`config.mk`:
```
export PLATFORM = sky130hd
export DESIGN_NAME = nonce_range_gen
export DESIGN_NICKNAME = d
export VERILOG_FILES = /design/src/rtl/miner_pkg.sv /design/src/rtl/nonce_range_gen.sv
export SDC_FILE = /design/constraint.sdc
export NUM_CORES = 1
export LEC_CHECK = 0
export ABC_AREA = 0
export CORE_ASPECT_RATIO = 1.4
export CORE_MARGIN = 2
export CORE_UTILIZATION = 53
export DETAILED_ROUTE_END_ITERATION = 6
export PLACE_DENSITY = 0.79
export SYNTH_ARGS = -nofsm -noshare
export SYNTH_HDL_FRONTEND = slang
export SYNTH_SLANG_ARGS = --single-unit
```
`constraint.sdc`:
```
create_clock -name clk -period 5.1 [get_ports clk]
set_input_delay 1.275 -clock clk [delete_from_list [all_inputs] [get_ports clk]]
set_output_delay 1.275 -clock clk [all_outputs]
set_load 0.02 [all_outputs]
```
`src/rtl/miner_pkg.sv`:
```
// rtl/miner_pkg.sv - shared types for the miner datapath
package miner_pkg;

  typedef enum logic [1:0] {
    NG_IDLE,
    NG_RUN,
    NG_DONE
  } nonce_gen_state_e;

endpackage

```
`src/rtl/nonce_range_gen.sv`:
```
// rtl/nonce_range_gen.sv - arithmetic nonce sequencer streaming start..end by step to the hash cores
module nonce_range_gen
  import miner_pkg::*;
#(
  parameter  int WIDTH = 32,
  localparam int CNT_W = WIDTH + 1
) (
  input  logic             clk,
  input  logic             rst_n,
  input  logic             ld,
  input  logic [WIDTH-1:0] ld_start,
  input  logic [WIDTH-1:0] ld_end,
  input  logic [WIDTH-1:0] ld_step,
  input  logic             en,
  input  logic             abort,
  output logic [WIDTH-1:0] nonce_o,
  output logic             nonce_valid,
  input  logic             nonce_ready,
  output logic             busy,
  output logic             done,
  output logic [CNT_W-1:0] issued_o
);

  nonce_gen_state_e state_q, state_d;
  logic [WIDTH-1:0] nonce_q, nonce_d;
  logic [WIDTH-1:0] end_q, end_d;
  logic [WIDTH-1:0] step_q, step_d;
  logic [CNT_W-1:0] issued_q, issued_d;
  logic             valid_q, valid_d;
  logic             done_q, done_d;
  logic             pend_q, pend_d;
  logic [WIDTH:0]   nxt;
  logic             xfer;

  always_comb begin
    state_d  = state_q;
    nonce_d  = nonce_q;
    end_d    = end_q;
    step_d   = step_q;
    issued_d = issued_q;
    valid_d  = valid_q;
    done_d   = 1'b0;
    pend_d   = pend_q;
    // One extra bit so the overshoot past an all-ones end is still visible
    nxt      = {1'b0, nonce_q} + {1'b0, step_q};
    xfer     = valid_q & nonce_ready;

    if (ld) begin
      end_d    = ld_end;
      step_d   = (ld_step == '0) ? WIDTH'(1) : ld_step;
      nonce_d  = ld_start;
      issued_d = '0;
      valid_d  = 1'b0;
      pend_d   = 1'b0;
      if (ld_start > ld_end) begin
        state_d = NG_DONE;
        pend_d  = 1'b1;
      end else begin
        state_d = NG_RUN;
      end
    end else if (abort) begin
      state_d = NG_IDLE;
      valid_d = 1'b0;
      pend_d  = 1'b0;
      if (xfer) issued_d = issued_q + CNT_W'(1);
    end else begin
      case (state_q)
        NG_RUN: begin
          if (xfer) begin
            issued_d = issued_q + CNT_W'(1);
            if (nxt > {1'b0, end_q}) begin
              state_d = NG_DONE;
              valid_d = 1'b0;
              done_d  = 1'b1;
            end else begin
              nonce_d = nxt[WIDTH-1:0];
              valid_d = en;
            end
          end else if (en) begin
            valid_d = 1'b1;
          end
        end
        // An empty range announces itself one cycle after entering DONE
        NG_DONE: begin
          done_d = pend_q;
          pend_d = 1'b0;
        end
        default: ;
      endcase
    end
  end

  always_ff @(posedge clk) begin
    if (!rst_n) begin
      state_q  <= NG_IDLE;
      nonce_q  <= '0;
      end_q    <= '0;
      step_q   <= '0;
      issued_q <= '0;
      valid_q  <= 1'b0;
      done_q   <= 1'b0;
      pend_q   <= 1'b0;
    end else begin
      state_q  <= state_d;
      nonce_q  <= nonce_d;
      end_q    <= end_d;
      step_q   <= step_d;
      issued_q <= issued_d;
      valid_q  <= valid_d;
      done_q   <= done_d;
      pend_q   <= pend_d;
    end
  end

  assign nonce_o     = nonce_q;
  assign nonce_valid = valid_q;
  assign busy        = (state_q == NG_RUN);
  assign done        = done_q;
  assign issued_o    = issued_q;

endmodule

```
Word-level counts from Yosys, hierarchy flattened
Cells that the tools add are included.
{"block": "totals", "output_inout_bits": 68, "reg_bits": 134, "wordCells": 57, "inputBits": 102}
{"block": "classes", "n_mux": 25, "n_reduce_logical": 14, "bitwise_logic": 2, "order_cmp": 2, "addsub": 2, "n_eq_ne": 4}
{"operator": "$mux 32", "n": 6}
{"operator": "$mux 33", "n": 3}
{"operator": "$add 32x32->33", "n": 1}
{"operator": "$add 33x1->33 const B", "n": 1}
{"operator": "$gt 33x32->1", "n": 1}
{"operator": "$gt 32x32->1", "n": 1}
{"operator": "$logic_not 32->1", "n": 1}
{"operator": "$mux 2", "n": 6}
{"operator": "$reduce_bool 3->1", "n": 4}
{"operator": "$mux 1", "n": 9}
{"operator": "$reduce_bool 2->1", "n": 4}
{"operator": "$ne 2x2->1 const B", "n": 2}
{"operator": "$reduce_and 4->1", "n": 1}
{"operator": "$reduce_and 3->1", "n": 1}
{"operator": "$reduce_or 3->1", "n": 1}
{"operator": "$eq 2x1->1 const B", "n": 1}
{"operator": "$eq 2x2->1 const B", "n": 1}
{"operator": "$pmux 1 s2", "n": 1}
{"operator": "$reduce_and 2->1", "n": 1}
{"operator": "$reduce_or 2->1", "n": 1}
{"operator": "$and 1x1->1", "n": 1}
{"operator": "$not 1->1", "n": 1}

Depth between registers and ports, before layout
{"block": "logic_depth", "depth_word": 7, "depth_mapped": 21, "depth_no_buf": 19}

Worst setup path before layout
OpenSTA, ideal clock, no wires.
{"block": "synth_path", "kind": "register to register", "startpoint": "reg nonce_q[0] (netlist: nonce_o[0])", "endpoint": "reg nonce_q[25] (netlist: nonce_o[25])", "n_path_buf": 1, "setup_time_ns": 0.115, "setup_slack_ns": 0.401, "arrival_time_ns": 4.583, "stages_incl_launch_ff": 21, "path_cell_list": "dfxtp_1 > ha_1 > fa_1 > a211oi_1 > o21ba_2 > o21ai_1 > a211oi_2 > o2111ai_1 > and4b_1 > nor3_1 > inv_1 > ha_1 > a21oi_1 > o21a_1 > o211ai_1 > a221o_1 > o21ai_1 > nand3_2 > buf_2 > a41o_1 > a31o_1"}
{"block": "synth_between", "elab_chain_cells": 6, "word_cells_on_any_way": 9, "classes_between": "add/sub (1); order compare (1); eq/ne (1); mux (5); reduce/logical (1)"}
{"item": "from (decl)", "line_no": "nonce_range_gen.sv:25", "rtl": "logic [WIDTH-1:0] nonce_q, nonce_d;"}
{"item": "from (signal assigned)", "line_no": "nonce_range_gen.sv:105", "rtl": "nonce_q <= nonce_d;"}
{"item": "$add 32x32->33 *", "line_no": "nonce_range_gen.sv:45", "rtl": "nxt = {1'b0, nonce_q} + {1'b0, step_q};"}
{"item": "parallel branches: the longest is 5 deep, another holds $gt 33x32->1"}
Every way passes the cells marked *. The select of a mux whose other input is x is not followed.
A chain may end at the register's enable or synchronous reset.

Worst setup path after layout
{"block": "layout_path", "startpoint": "reg nonce_q[10] (netlist: nonce_o[10])", "endpoint": "reg nonce_q[30] (netlist: nonce_o[30])"}
Same word-level chain as after synthesis.

==> impl_metrics.yaml <==
status:
  outcome: "finished clean"
setup_path:
  crit_type: "flop to flop"
  critPathLaunch: "nonce_o[10]"
  cp-end-kind: "flop"
  rr_endpoint: "nonce_o[30]"
  r2r-start: "nonce_o[10]"
  r2r_cells: 17
  worst_ep_required_time_ps: 5450
  worstPathMaxFanout: 14
  critPathLaunchType: "flop"
  setup.worst_path.end: "nonce_o[30]"
  critical_path_arrival_ps: 5170
  rrSetupSlack_ps: 280
placement:
  place_ws_ps: 11.19
  gp_congestion: 0.9394
  dp_hpwl_um: 21270
  place_area_um2: 10580
  io_buffers: 169
detailed_routing:
  viasPerCell: 5.928
  drt_iter0_markers: 533
  ant_nets: 0
  wl_um: 26980
  routedWlPerCell_um: 19.00
  drc: 0
  vias: 8418
  drt_pass1_iterations: 5
power:
  total_power_mw: 3.097
  switching_share_pct: 30.64
  power.density_nw_per_um2: 276.1
  internal_power_mw: 2.148
  power_frac_seq_pct: 36.8
  combPwrFrac_pct: 22.6
  vdd_drop_max_mv: 0.2200
  p_leak_nw: 4.861
  p_clk_share_pct: 40.6
  power.switching_mw: 0.9487
floorplan:
  die_w_um: 112.0
  dieArea_um2: 17380
  design.core.area_um2: 16100
  rows: 55
  start_util_pct: 53.74
  die_h_um: 155.2
  num_io_pins: 170
logic_synthesis:
  netlist_area_um2: 8653
  ys_types: 70
  syn-num-nets: 1240
  ys_seq_area_share_pct: 31.00
  synth_area_per_cell_um2: 8.337
  synth_top_area_share_pct: 31.00
  yosysMostFrequentCell: "dfxtp_1"
  yosysTopAreaCell: "dfxtp_1"
  yosys_warnings: 0
  ys.flop_type: "dfxtp_1"
  ys_seq_elements: 134
  async_flop_share_pct: 0
  synthTopCellsByArea: "dfxtp_1, ha_1, nor2_1"
  synth_common_cells: "dfxtp_1, nor2_1, ha_1"
  synth-edff-count: 0
  synthCells: 1038
min_path:
  hp-class: "flop to flop"
  holdCritStartpoint: "step_q[19]"
  hold-path-cell-count: 1
timing:
  fmax_mhz: 207.6
  hold_violations: 0
  layout_setup_ws_ps: 282.7
  finalMaxSlewViolations: 0
  finalSetupViolCount: 0
  period_needed_ps: 4817
  skew_ps: 9.447
  tightestPinTransition_ps: 961.7
  slew_headroom_pct: 35.54
  whs_ps: 490.0
  fin_crit_sh_pct: 94.46
clocking:
  cts_tree: "done"
  cts.sinks: 134
  h-tree-depth: 4
  clockBufferDepth: 2
  clkTransAtPathRegs_ps: 60
  clk_latency_ps: 430
  hold_buffers: 0
  root_buffer: "clkbuf_16"
  cts_buffers: 17
global_routing:
  grt_pass1_wl_um: 41930
  grt_antenna_before_repair: 0
  track_usage_pct: 30.67
  grt_pass1_vias: 8179
  gr-total-overflow: 0
  grt_max_degree: 53
layout:
  fin_area_um2: 11220
  syn2layout_area_growth_pct: 29.63
  antenna_cells: 0
  drive_gt1_share_pct: 6.143
  fin_nets: 1410
job:
  drv_cap: 0
critical path: stages, from the launching register on:
cell and delay, ps:
dfxtp_1 370, ha_1 430, and4_1 320, nand4_1 170
o41a_1 470, a21o_1 230, and4_1 210, or3_1 390
ha_1 320, a21oi_1 130, o21a_1 190, a21oi_1 80
a221o_1 380, o21ai_2 200, nand3_2 140, buf_4 220
or3b_1 370, a21oi_1 140
what timing repair did:
action                     CTS  global route
buffers inserted             0             1
resized for setup            1             7
setup endpoints to repair    4            36
gates cloned                 0             0
pin swaps                    0             3
cell usage in the layout, fill, tap and decap left out, types with 4 or more instances in the layout:
cell	synthesis	routed
clkbuf_16	0	17
dfxtp_1	134	134
o21bai_1	4	4
xor2_1	25	25
and4_1	5	5
a211oi_1	7	6
a21o_1	32	32
o31ai_1	6	6
nand2_1	84	84
buf_4	2	21
a21oi_1	73	72
and2_1	7	7
a22o_1	31	31
nor4_1	11	10
inv_6	0	4
o211ai_1	4	4
inv_1	86	86
nand2b_1	4	4
a31oi_1	7	7
nor2_1	108	107
nor2b_1	4	4
or3_1	6	6
nand3_1	20	20
a311oi_1	16	16
ha_1	99	99
o21a_1	12	12
nand4_1	29	29
clkdlybuf4s50_1	0	168
and3_1	14	14
mux2i_1	35	35
o21ai_0	33	33
a41o_1	4	4
xnor2_1	27	27
nor3_1	16	14
through the flow:
stage	util [%]	cells	setup TNS, ps
after floorplan	-	1038	0
after global placement	65.68	1387	0
after detailed placement	65.68	1387	0
after CTS	69.41	1419	0
after global routing	69.66	1420	-4.059
final	69.66	1420	0
area by class of cell:
cell class	count	area, um^2
Clock buffer	17	425.4
Sequential cell	134	2683
Multi-Input combinational cell	777	5514
Clock inverter	15	171.4
Timing Repair Buffer	190	1844
Inverter	88	330.3
Fill cell	1367	4886
Tap cell	199	249.0
cells by family after synthesis:
logic type	count (synthesis)	share of synthesized area (%)
AOI/OAI and AO/OA	268	21.49
xor gates and xnor gates	52	5.263
adders and majority gates	100	14.55
buffers and inverters	127	5.783
DFF	134	31.00
muxes	35	4.049
and+or+nand+nor	322	17.87
power by group through the flow:
stage	clock [mW]	sequential, mW	combinational, mW
floorplan	0	1.16	0.397
finish	1.26	1.14	0.700
CTS	1.27	1.14	0.691
global placement	0	1.16	0.669
global route	1.32	1.14	0.770
detailed placement	0	1.16	0.682
worst min path at each step:
| stage | endpoint | slack (ps) |
|---|---|---|
| after floorplan | step_q[10] | 450 |
| after global placement | step_q[31] | 470 |
| after detailed placement | step_q[31] | 470 |
| after CTS | step_q[31] | 490 |
| after global routing | step_q[30] | 510 |
| final | step_q[19] | 490 |
registers in the layout, indices dropped and copies added, names as in the netlist:
register     count
pend_q           1
nonce_o         32
state_q          2
issued_o        33
end_q           32
step_q          32
done             1
nonce_valid      1
routing by layer:
layer | vias up | share of wire (%) | track usage, %
met4 | 0 | 4.6 | 14.81
li1 | 4104 | - | -
met1 | 3975 | 37 | 32.73
met3 | 79 | 4.9 | 5.532
met2 | 260 | 53 | 57.78
met5 | - | 0 | 0
Note: power is estimated with default switching activity, not from simulation.
